### src/rtl/demux1to4_out_port.sv
// Purpose : routes one core write (din, sel) into one of four registered output ports held until acked.
// Latency : an accepted write shows on o_port_data/o_port_valid one cycle later.
// Backpressure: o_stall (combinational) is high while the selected port is full and not being acked.
//
// Ports:
//   i_clk, i_rst_n   clock; synchronous active-low reset
//   i_wr_en          core requests a write this cycle
//   i_sel            destination port 0..3
//   i_din            data word to store
//   o_stall          write refused, core must hold its request
//   o_port_data      port k data at [k*DATA_W +: DATA_W]
//   o_port_valid     port k holds unconsumed data
//   i_port_ack       consumer k takes its data this cycle
//   o_busy           any port holds unconsumed data
module demux1to4_out_port #(
  parameter int DATA_W = 8
) (
  input  logic                i_clk,
  input  logic                i_rst_n,
  input  logic                i_wr_en,
  input  logic [1:0]          i_sel,
  input  logic [DATA_W-1:0]   i_din,
  output logic                o_stall,
  output logic [4*DATA_W-1:0] o_port_data,
  output logic [3:0]          o_port_valid,
  input  logic [3:0]          i_port_ack,
  output logic                o_busy
);

  typedef enum logic {
    ST_EMPTY = 1'b0,
    ST_FULL  = 1'b1
  } port_st_t;

  port_st_t          r_st       [4];
  port_st_t          w_st_nxt   [4];
  logic [DATA_W-1:0] r_data     [4];
  logic [DATA_W-1:0] w_data_nxt [4];
  logic              w_stall;
  logic              w_accept;
  logic              w_wr_k;

  // A full port can take a new word in the same cycle its consumer acks it,
  // so only a full, un-acked selected port blocks the core.
  always_comb begin
    w_stall  = i_wr_en & (r_st[i_sel] == ST_FULL) & ~i_port_ack[i_sel];
    w_accept = i_wr_en & ~w_stall;
  end

  // Per-port next state; ports are independent apart from sharing the write.
  always_comb begin
    w_wr_k = 1'b0;
    for (int k = 0; k < 4; k++) begin
      w_st_nxt[k]   = r_st[k];
      w_data_nxt[k] = r_data[k];
      w_wr_k        = w_accept & (i_sel == 2'(k));
      case (r_st[k])
        ST_EMPTY: begin
          // An ack on an empty port is meaningless and ignored.
          if (w_wr_k) begin
            w_st_nxt[k]   = ST_FULL;
            w_data_nxt[k] = i_din;
          end
        end
        ST_FULL: begin
          if (w_wr_k) begin
            // Only reachable with an ack present: back-to-back refill.
            w_st_nxt[k]   = ST_FULL;
            w_data_nxt[k] = i_din;
          end else if (i_port_ack[k]) begin
            // Drain: data keeps its last value for visibility.
            w_st_nxt[k]   = ST_EMPTY;
          end
        end
        default: begin
          w_st_nxt[k] = ST_EMPTY;
        end
      endcase
    end
  end

  always_ff @(posedge i_clk) begin
    if (!i_rst_n) begin
      for (int k = 0; k < 4; k++) begin
        r_st[k]   <= ST_EMPTY;
        r_data[k] <= '0;
      end
    end else begin
      for (int k = 0; k < 4; k++) begin
        r_st[k]   <= w_st_nxt[k];
        r_data[k] <= w_data_nxt[k];
      end
    end
  end

  always_comb begin
    o_port_data  = '0;
    o_port_valid = '0;
    for (int k = 0; k < 4; k++) begin
      o_port_data[k*DATA_W +: DATA_W] = r_data[k];
      o_port_valid[k]                 = (r_st[k] == ST_FULL);
    end
    o_busy  = |o_port_valid;
    o_stall = w_stall;
  end

endmodule

### config.mk
export PLATFORM = sky130hd
export DESIGN_NAME = demux1to4_out_port
export DESIGN_NICKNAME = d
export VERILOG_FILES = /design/src/rtl/demux1to4_out_port.sv
export SDC_FILE = /design/constraint.sdc
export NUM_CORES = 1
export LEC_CHECK = 0
export BUFFER_PORTS_ARGS = -buffer_cell sky130_fd_sc_hd__buf_4
export CAP_MARGIN = 15
export CORE_MARGIN = 2
export CORE_UTILIZATION = 47
export DETAILED_ROUTE_END_ITERATION = 10
export PLACE_DENSITY = 0.85
export SLEW_MARGIN = 5
export SYNTH_ARGS = -nofsm -noshare
export SYNTH_HDL_FRONTEND = slang
export SYNTH_SLANG_ARGS = --single-unit
### constraint.sdc
create_clock -name i_clk -period 1.2 [get_ports i_clk]
set_input_delay 0.12 -clock i_clk [delete_from_list [all_inputs] [get_ports i_clk]]
set_output_delay 0.12 -clock i_clk [all_outputs]
set_load 0.02 [all_outputs]
==> metrics.yaml, run 1 <==
synth_area_um2: 1430
ys.warnings.count: 0
min_path_type: "in -> reg"
wl_met1_um: 1350
finalSetupTns_ns: -0.469
initial_core_util: 0.505
timing.rr.start: "r_st[2]$_DFF_P_"
start_kind: "register"
dieArea_um2: 3490
rsz0062_at_grt: "true"
crit_chain: "or4_4 -> buf_6"
highest_layer: "met4"
clk_pin_slew_worst_paths_ns: 0.12
synth_edf_count: 0
dp_hpwl_um: 2310
worstSetupEndpointType: "primary output"
clkLatencyLatePin_ns: 0.35
setup_viol: 2
grt_pass1_wl_um: 5150
wire_per_inst_um: 14.5
dp_cells: 215
htree_levels: 2
wirelength_um: 3250
numCtsBuffers: 5
period_needed_ns: 1.47
tightest_slew_ns: 0.413
worstReg2RegEnd: "r_data[2][3]$_SDFFE_PN0P_"
grtUsageTotal: 0.199
cts_tree: "yes"
hold_depth: 3
wl_met2_um: 1590
rows: 19
finalWorstSetupSlack_ns: -0.265
ir_worst_vdd_mv: 1.17
synth.avg_cell_area_um2: 10.2
clk_path_buf_depth: 2
boundaryPins: 55
synth_cell_types: 22
syn_to_final_growth_pct: 40.4
powerDensity_nw_per_um2: 1430
drt-pass1-iter-count: 4
p_total_mw: 2.87
drt_iter0_markers: 22
whs_ns: 0.0904
synth-seq-area-share: 0.505
instances_no_fill: 224
skew_ns: 0.0131
fin_crit_sh: 1.22
hold_end: "r_data[3][7]$_SDFFE_PN0P_"
crit_slowest_cell: "or4_4"
coreArea_um2: 2830
outcome: "finished with violations"
rrSetupSlack_ns: 0.04
nets: 209
crit_type: "reg -> out"
overflow: 0
critPathMaxFanout: 3
viasPerCell: 5.13
syn_nets: 157
drive_gt1_frac: 0.409
fmax_ghz: 0.682
drv_slew: 0
grt_max_degree: 45
hold_start: "i_din[7]"
root_buffer: "clkbuf_4"
grt_pass1_vias: 1134
drc: 0
r2r_cells: 3
num_vias: 1149
n_antenna_cell: 0
required_ns: 1.08
synth_ff_type: "dfxtp_1"
drv_cap: 0
crit_arrival_ns: 1.35
fp.dieH_um: 59.1
ys_ff_latch: 36
finalHoldViolCount: 0
port_buffers: 54
post-cts-setup-buffer-count: 0
antenna_found_initial: 0
violations: "setup timing"
async_flop_share: 0
wl_met3_um: 267
gp_congestion: 0.757
max_stage_delay_ns: 0.52
synth_cells: 140
postRouteAntennaNets: 0
die_w_um: 59.1
cts_sinks: 36
relSlewSlack: 0.725
p_leak_nw: 0.952
==> metrics by stage <==
stage          setup slack, ns  area, um^2   util
2_1_floorplan           0.0943        1430      -
3_3_place_gp            0.0377        1830  0.645
3_5_place_dp           -0.0579        1830  0.645
4_1_cts                 -0.289        1980  0.698
5_1_grt                 -0.308        2000  0.709
6_report                -0.265        2000  0.709
==> cell families (layout without fill, tap and decap cells) <==
family / Yosys count / after routing / share of synthesized area
AO/OA/AOI/OAI: 6 / 6 / 0.0298
buffers and inverters: 12 / 64 / 0.0552
flip-flops: 36 / 36 / 0.505
multiplexers: 32 / 32 / 0.224
AND/OR/NAND/NOR: 54 / 55 / 0.186
==> critical path: cells and delay by family, from the launching register on <==
kind                   cells  cell delay [ns]
buffers and inverters      1             0.14
flip-flops                 1             0.34
AND/OR/NAND/NOR            1             0.52
==> synthesized netlist by cell type, types with 2 or more instances <==
library cell	n	area (um^2)
a21boi_0	2	15.0
mux2i_1	32	320
clkbuf_1	3	11.3
nand2b_1	3	18.8
nor3b_2	2	25.0
buf_2	3	15.0
nand2_1	40	150
o21a_1	2	15.0
buf_4	4	30.0
buf_6	2	22.5
dfxtp_1	36	721
==> worst max-delay path by stage <==
stage	from	end	slack (ns)
after CTS	r_st[1]$_DFF_P_	o_busy	-0.29
final	r_st[1]$_DFF_P_	o_busy	-0.27
after global routing	r_st[1]$_DFF_P_	o_busy	-0.31
after global placement	r_st[2]$_DFF_P_	r_data[2][5]$_SDFFE_PN0P_	0.04
after detailed placement	r_st[2]$_DFF_P_	r_data[2][2]$_SDFFE_PN0P_	-0.06
after floorplan	r_st[2]$_DFF_P_	r_st[2]$_DFF_P_	0.09
==> power by group <==
part / switching (mW) / total (mW) / internal, mW / leakage (nW)
clock network: 0.409 / 1.27 / 0.858 / 0.0654
logic: 0.181 / 0.341 / 0.161 / 0.592
registers: 0.0250 / 1.26 / 1.24 / 0.294
==> state kept, by name, summed over array words and instances, names as in the netlist <==
register / count
r_st: 4
r_data: 32
==> cell usage in the layout, fill, tap and decap left out <==
cell type  instances
buf_12             1
nor3b_2            2
buf_4             53
bufinv_16          3
o21ai_0            1
clkbuf_4           5
dfxtp_2            4
nand2b_1           3
nand2_2            1
a211oi_2           1
buf_6              2
and4bb_4           1
o21a_1             2
nand4_1            1
nor3_2             1
nand2_1           40
nor3b_4            1
a21boi_0           2
nor2b_2            1
and4bb_2           1
dfxtp_1           32
nor2b_4            1
or4_4              1
and3_1             1
mux2i_1           32
==> layout make-up <==
class / count / area, um^2
Fill cell: 206 / 825
Multi-Input combinational cell: 93 / 672
Timing Repair Buffer: 56 / 440
Clock inverter: 3 / 90.1
Clock buffer: 5 / 37.5
Sequential cell: 36 / 726
Tap cell: 31 / 38.8
==> layer usage <==
layer	global-route usage	vias to the layer above
met4	0.0584	0
li1	-	570
met3	0.0852	4
met2	0.338	47
met5	0	-
met1	0.226	528
==> what timing repair did <==
action / CTS / global route
hold buffers: 0 / 0
gates resized for setup: 7 / 5
gates cloned: 0 / 1
pin swaps: 2 / 1
hold endpoints to repair: 0 / 0
setup endpoints to repair: 11 / 13
Note: power is estimated with default switching activity, not from simulation.
==> inputs of run 2 (changes only) <==
--- a/config.mk
+++ b/config.mk
@@ -5,7 +5,7 @@
 export SDC_FILE = /design/constraint.sdc
 export NUM_CORES = 1
 export LEC_CHECK = 0
-export BUFFER_PORTS_ARGS = -buffer_cell sky130_fd_sc_hd__buf_4
+export BUFFER_PORTS_ARGS = -buffer_cell sky130_fd_sc_hd__buf_2
 export CAP_MARGIN = 15
 export CORE_MARGIN = 2
 export CORE_UTILIZATION = 47
==> metrics.yaml, run 2 (synthesis gave the netlist of run 1 again) <==
period_needed_ns: 1.47  # +0.00245 ns
layout_common_cells: "buf_2 (52), nand2_1 (40), mux2i_1 (32), dfxtp_1 (32), clkbuf_4 (5)"
die_w_um: 59.1  # unchanged
clkLatencyLatePin_ns: 0.33  # -0.02 ns
outcome: "finished with violations"
overflow: 0  # unchanged
dp_cells: 217  # +0.93%
start_kind: "register"
num_vias: 1180  # +2.7%
n_antenna_cell: 0  # unchanged
gp_congestion: 0.797  # +5.3%
drt_iter0_markers: 28  # +27%
min_path_type: "in -> reg"
drv_slew: 0  # unchanged
pre_cts_ws_ns: -0.0496  # +0.00826 ns
crit_chain: "or4_4 -> buf_6"
critPathBufInv: 1  # unchanged
powerDensity_nw_per_um2: 1180  # -18%
critPathMaxFanout: 3  # unchanged
syn_to_final_growth_pct: 28.8
finalHoldViolCount: 0  # unchanged
drv_cap: 0  # unchanged
viasPerCell: 5.22  # +1.8%
dp_hpwl_um: 2260  # -2.3%
postRouteAntennaNets: 0  # unchanged
wirelength_um: 3130  # -3.5%
finalSetupTns_ns: -0.498  # -0.0293 ns
grt_max_degree: 25  # -44%
top_register: "r_data"
rsz0062_at_grt: "true"
finalWorstSetupSlack_ns: -0.268  # -0.00245 ns
cpLargestDelayFamily: "simple AND/OR/NAND/NOR gates"
fp.dieH_um: 59.1  # unchanged
htree_levels: 2  # unchanged
initial_core_util: 0.505  # unchanged
clk_pin_slew_worst_paths_ns: 0.10  # -0.02 ns
ir_worst_vdd_mv: 0.816  # -30%
max_stage_delay_ns: 0.53  # about the same
nets: 212  # +1.4%
setup_viol: 2  # unchanged
skew_ns: 0.00803  # -0.00505 ns
root_buffer: "clkbuf_4"
crit_arrival_ns: 1.35  # about the same
final-seq-area_um2: 726  # unchanged
boundaryPins: 55  # unchanged
fin_crit_sh: 1.22  # +0.00204
multiInputGateArea_um2: 696  # +3.5%
wire_per_inst_um: 13.8  # -4.4%
grt_pass1_wl_um: 4750  # -7.8%
p_total_mw: 2.17  # -24%
worstSetupEndpointType: "primary output"
drive_gt1_frac: 0.415  # +0.00606
crit_slowest_cell: "or4_4"
mostFrequentLayoutCell: "buf_2"
grtUsageTotal: 0.182  # -0.0167
relSlewSlack: 0.746  # +0.0210
drc: 0  # unchanged
largest_reg_flops: 32  # unchanged
antenna_found_initial: 0  # unchanged
dieArea_um2: 3490  # unchanged
tightest_slew_ns: 0.381  # -0.0315 ns
required_ns: 1.08  # about the same
crit_type: "reg -> out"
drt-pass1-iter-count: 6  # +2
p_leak_nw: 0.918  # -3.5%
grt_pass1_vias: 1071  # -5.6%
cts_tree: "yes"
port_buffers: 54  # unchanged
top_regs: "r_data (32), r_st (4)"
instances_no_fill: 226  # +0.89%
cts_sinks: 36  # unchanged
fmax_ghz: 0.681  # -0.17%
violations: "setup timing"
numCtsBuffers: 5  # unchanged
clk_path_buf_depth: 2  # unchanged
coreArea_um2: 2830  # unchanged
fillers: 243  # +18%
postLayoutCoreUtil: 0.650  # -0.0584
rows: 19  # unchanged
## run 2: changes by cell type in the layout (fill, tap and decap cells not counted)
cell,change
buf_2,+52
buf_4,-49
bufinv_16,-3
a211oi_2,-1
a211oi_4,+1
and3_1,-1
and3_4,+1
clkbuf_1,+1
clkinv_2,+1
nor2b_2,-1
nor2b_4,+1
nor3_2,-1
nor3_4,+1
## run 2: cell type report
| class | count | area share |
|---|---|---|
| repair buffers | 59 | 0.181 |
| well taps | 31 | 0.0211 |
| clock inverters | 1 | 0.00272 |
| flip-flops and latches | 36 | 0.395 |
| clock buffers | 6 | 0.0224 |
| multi-input cells | 93 | 0.378 |
## run 2: per-stage QoR
step                      hold slack, ns  area (um^2)
after floorplan                    0.324         1430
after global placement             0.442         1710
after detailed placement           0.445         1710
after CTS                         0.0960         1780
after global routing               0.110         1840
final                              0.110         1840
## run 2: path summary, 6_finish.rpt
| check | depth (start not counted) | slack, ns | end | start |
|---|---|---|---|---|
| worst max-delay path | 2 | -0.27 | o_busy | r_st[1]$_DFF_P_ |
| worst min-delay path | 3 | 0.11 | r_data[1][2]$_SDFFE_PN0P_ | i_din[2] |
| worst max register to register | 3 | 0.04 | r_data[2][5]$_SDFFE_PN0P_ | r_st[2]$_DFF_P_ |
| worst min register to register | 2 | 0.46 | r_data[2][2]$_SDFFE_PN0P_ | r_data[2][2]$_SDFFE_PN0P_ |
## run 2: report_power, final
| group | internal, mW | switching, mW |
|---|---|---|
| Sequential | 1.24 | 0.0223 |
| Combinational | 0.134 | 0.186 |
| Clock | 0.216 | 0.373 |
| Total | 1.59 | 0.581 |
## run 2: worst reg2reg max path, delay by kind of cell (launching register included)
kind	cells	cell delay (ns)
flops	1	0.34
mux	1	0.21
simple gates	2	0.54
## run 2: what timing repair did
| item | 4_1_cts | 5_1_grt |
|---|---|---|
| gates cloned | 0 | 1 |
| setup endpoints to repair | 10 | 7 |
| buffers inserted | 0 | 1 |
| pin swaps | 1 | 4 |
| hold buffers | 0 | 0 |
| gates resized for setup | 7 | 11 |
## run 2: per-layer routing
| metal | vias to the layer above | GRT usage | wire [um] |
|---|---|---|---|
| li1 | 579 | - | - |
| met1 | 552 | 0.220 | 1300 |
| met2 | 45 | 0.294 | 1520 |
| met3 | 4 | 0.0764 | 276 |
| met4 | 0 | 0.0584 | 37 |
| met5 | - | 0 | 0 |
==> inputs of run 3 (changes only) <==
--- a/config.mk
+++ b/config.mk
@@ -8,9 +8,10 @@
 export BUFFER_PORTS_ARGS = -buffer_cell sky130_fd_sc_hd__buf_2
 export CAP_MARGIN = 15
 export CORE_MARGIN = 2
-export CORE_UTILIZATION = 47
+export CORE_UTILIZATION = 40
 export DETAILED_ROUTE_END_ITERATION = 10
-export PLACE_DENSITY = 0.85
+export PLACE_DENSITY = 0.75
+export SKIP_CTS_REPAIR_TIMING = 1
 export SLEW_MARGIN = 5
 export SYNTH_ARGS = -nofsm -noshare
 export SYNTH_HDL_FRONTEND = slang
==> metrics.yaml, run 3 (synthesis gave the netlist of run 1 again) <==
outcome: "finished with violations"
violations: "setup timing"
grt_pass1_vias: 1031  # -3.7%
crit_start: "r_st[2]$_DFF_P_"
drv_cap: 0  # unchanged
pwr-share-clk: 0.351  # +0.080
crit_arrival_ns: 1.35  # about the same
layout_common_cells: "buf_2 (52), nand2_1 (40), mux2i_1 (32), dfxtp_1 (32), clkbuf_4 (5)"
r2r_cells: 4  # +1
top_regs: "r_data (32), r_st (4)"
fp.dieH_um: 63.7  # +7.8%
drt-pass1-iter-count: 4  # -2
wirelength_um: 3080  # -1.7%
min_path_type: "in -> reg"
antenna_found_initial: 0  # unchanged
htree_levels: 2  # unchanged
period_needed_ns: 1.47  # -0.00246 ns
overflow: 0  # unchanged
critPathBufInv: 1  # unchanged
finalHoldViolCount: 0  # unchanged
crit_chain: "or4_4 -> buf_6"
root_buffer: "clkbuf_4"
clkLatencyLatePin_ns: 0.34  # about the same
nets: 212  # unchanged
boundaryPins: 55  # unchanged
cpLargestDelayFamily: "simple AND/OR/NAND/NOR gates"
largest_reg_flops: 32  # unchanged
rsz0062_at_grt: "true"
p_leak_nw: 0.925  # +0.80%
instances_no_fill: 242  # +7.1%
clk_pin_slew_worst_paths_ns: 0.12  # +0.02 ns
fin_crit_sh: 1.22  # -0.00205
skew_ns: 0.0126  # +0.00453 ns
pre_cts_ws_ns: -0.0173  # +0.0323 ns
max_stage_delay_ns: 0.53  # about the same
p_switching_mw: 0.619  # +6.6%
timing.rr.start: "r_st[1]$_DFF_P_"
fmax_ghz: 0.682  # +0.17%
grt_pass1_wl_um: 4750  # +0.15%
initial_core_util: 0.421  # -0.0835
powerDensity_nw_per_um2: 1290  # +9.7%
critPathMaxFanout: 3  # unchanged
tightest_slew_ns: 0.336  # -0.0447 ns
n_antenna_cell: 0  # unchanged
power_frac_comb: 0.128  # -0.020
gp_congestion: 0.696  # -13%
drv_slew: 0  # unchanged
required_ns: 1.08  # about the same
crit_slowest_cell: "or4_4"
p_int_mw: 1.80  # +14%
coreArea_um2: 3390  # +20%
start_kind: "register"
cts_tree: "yes"
top_register: "r_data"
clk_path_buf_depth: 2  # unchanged
rows: 21  # +2
drt_iter0_markers: 34  # +21%
grt_max_degree: 22  # -12%
fillers: 315  # +30%
numCtsBuffers: 5  # unchanged
dieArea_um2: 4060  # +16%
grtUsageTotal: 0.157  # -0.0249
hold_depth: 3  # unchanged
worstSetupEndpointType: "primary output"
port_buffers: 54  # unchanged
syn_to_final_growth_pct: 31.1
seq_power_share: 0.521  # -0.060
drive_gt1_frac: 0.423  # +0.00808
wire_per_inst_um: 12.7  # -8.2%
viasPerCell: 4.68  # -10%
drc: 0  # unchanged
mostFrequentLayoutCell: "buf_2"
cts_sinks: 36  # unchanged
p_sw_frac: 0.256  # -0.0122
relSlewSlack: 0.776  # +0.0298
hold_start: "i_din[7]"
p_total_mw: 2.42  # +12%
finalWorstSetupSlack_ns: -0.265  # +0.00246 ns
postRouteAntennaNets: 0  # unchanged
whs_ns: 0.0941  # -0.0155 ns
num_vias: 1132  # -4.1%
dp_cells: 232  # +6.9%
cp.depth: 2  # unchanged
ir_worst_vdd_mv: 0.553  # -32%
die_w_um: 63.7  # +7.8%
setup_viol: 2  # unchanged
dp_hpwl_um: 2180  # -3.7%
crit_type: "reg -> out"
==> run 3: changes by cell type in the layout (fill, tap and decap cells not counted), sizes merged <==
cell	previous run	this run
bufinv	0	1
clkinvlp	0	1
clkbuf	6	5
==> run 3: routing by layer <==
| layer | routed length [um] | vias to the layer above | global-route usage |
|---|---|---|---|
| met5 | 0 | - | 0 |
| met4 | 18 | 0 | 0.0652 |
| met3 | 167 | 2 | 0.0687 |
| met2 | 1480 | 40 | 0.247 |
| met1 | 1410 | 513 | 0.187 |
| li1 | - | 577 | - |
==> run 3: power groups by stage <==
stage,clock [mW],combinational [mW],sequential [mW]
5_1_grt,0.931,0.335,1.27
2_1_floorplan,0,0.145,1.33
6_report,0.850,0.311,1.26
4_1_cts,0.862,0.289,1.26
3_5_place_dp,0,0.289,1.29
3_3_place_gp,0,0.286,1.29
==> run 3: path summary, 6_finish.rpt <==
check	to	slack, ns
hold reg to reg	r_data[1][4]$_SDFFE_PN0P_	0.46
hold / removal	r_data[0][7]$_SDFFE_PN0P_	0.09
setup reg to reg	r_data[1][7]$_SDFFE_PN0P_	0.07
setup / recovery	o_busy	-0.27
==> run 3: final cells by class <==
cell class	count	area [um^2]	share of cell area
tap	46	57.6	0.0307
timing repair buffer	59	333	0.178
multi-input combinational	93	676	0.361
sequential	36	726	0.388
clock inverter	3	42.5	0.0227
clock buffer	5	37.5	0.0201
==> run 3: through the flow <==
step                      TNS, ns  utilization  cell area [um^2]
after CTS                  -0.718        0.532              1800
final                      -0.483        0.552              1870
after floorplan                 0            -              1430
after global placement          0        0.509              1720
after global routing       -0.664        0.552              1870
after detailed placement  -0.0283        0.509              1720
==> run 3: worst reg2reg max path: cells and delay by family (launching register included) <==
family / cells / cell delay, ns
flip-flops: 1 / 0.34
AND/OR/NAND/NOR: 2 / 0.33
multiplexers: 1 / 0.20
buffers and inverters: 1 / 0.19
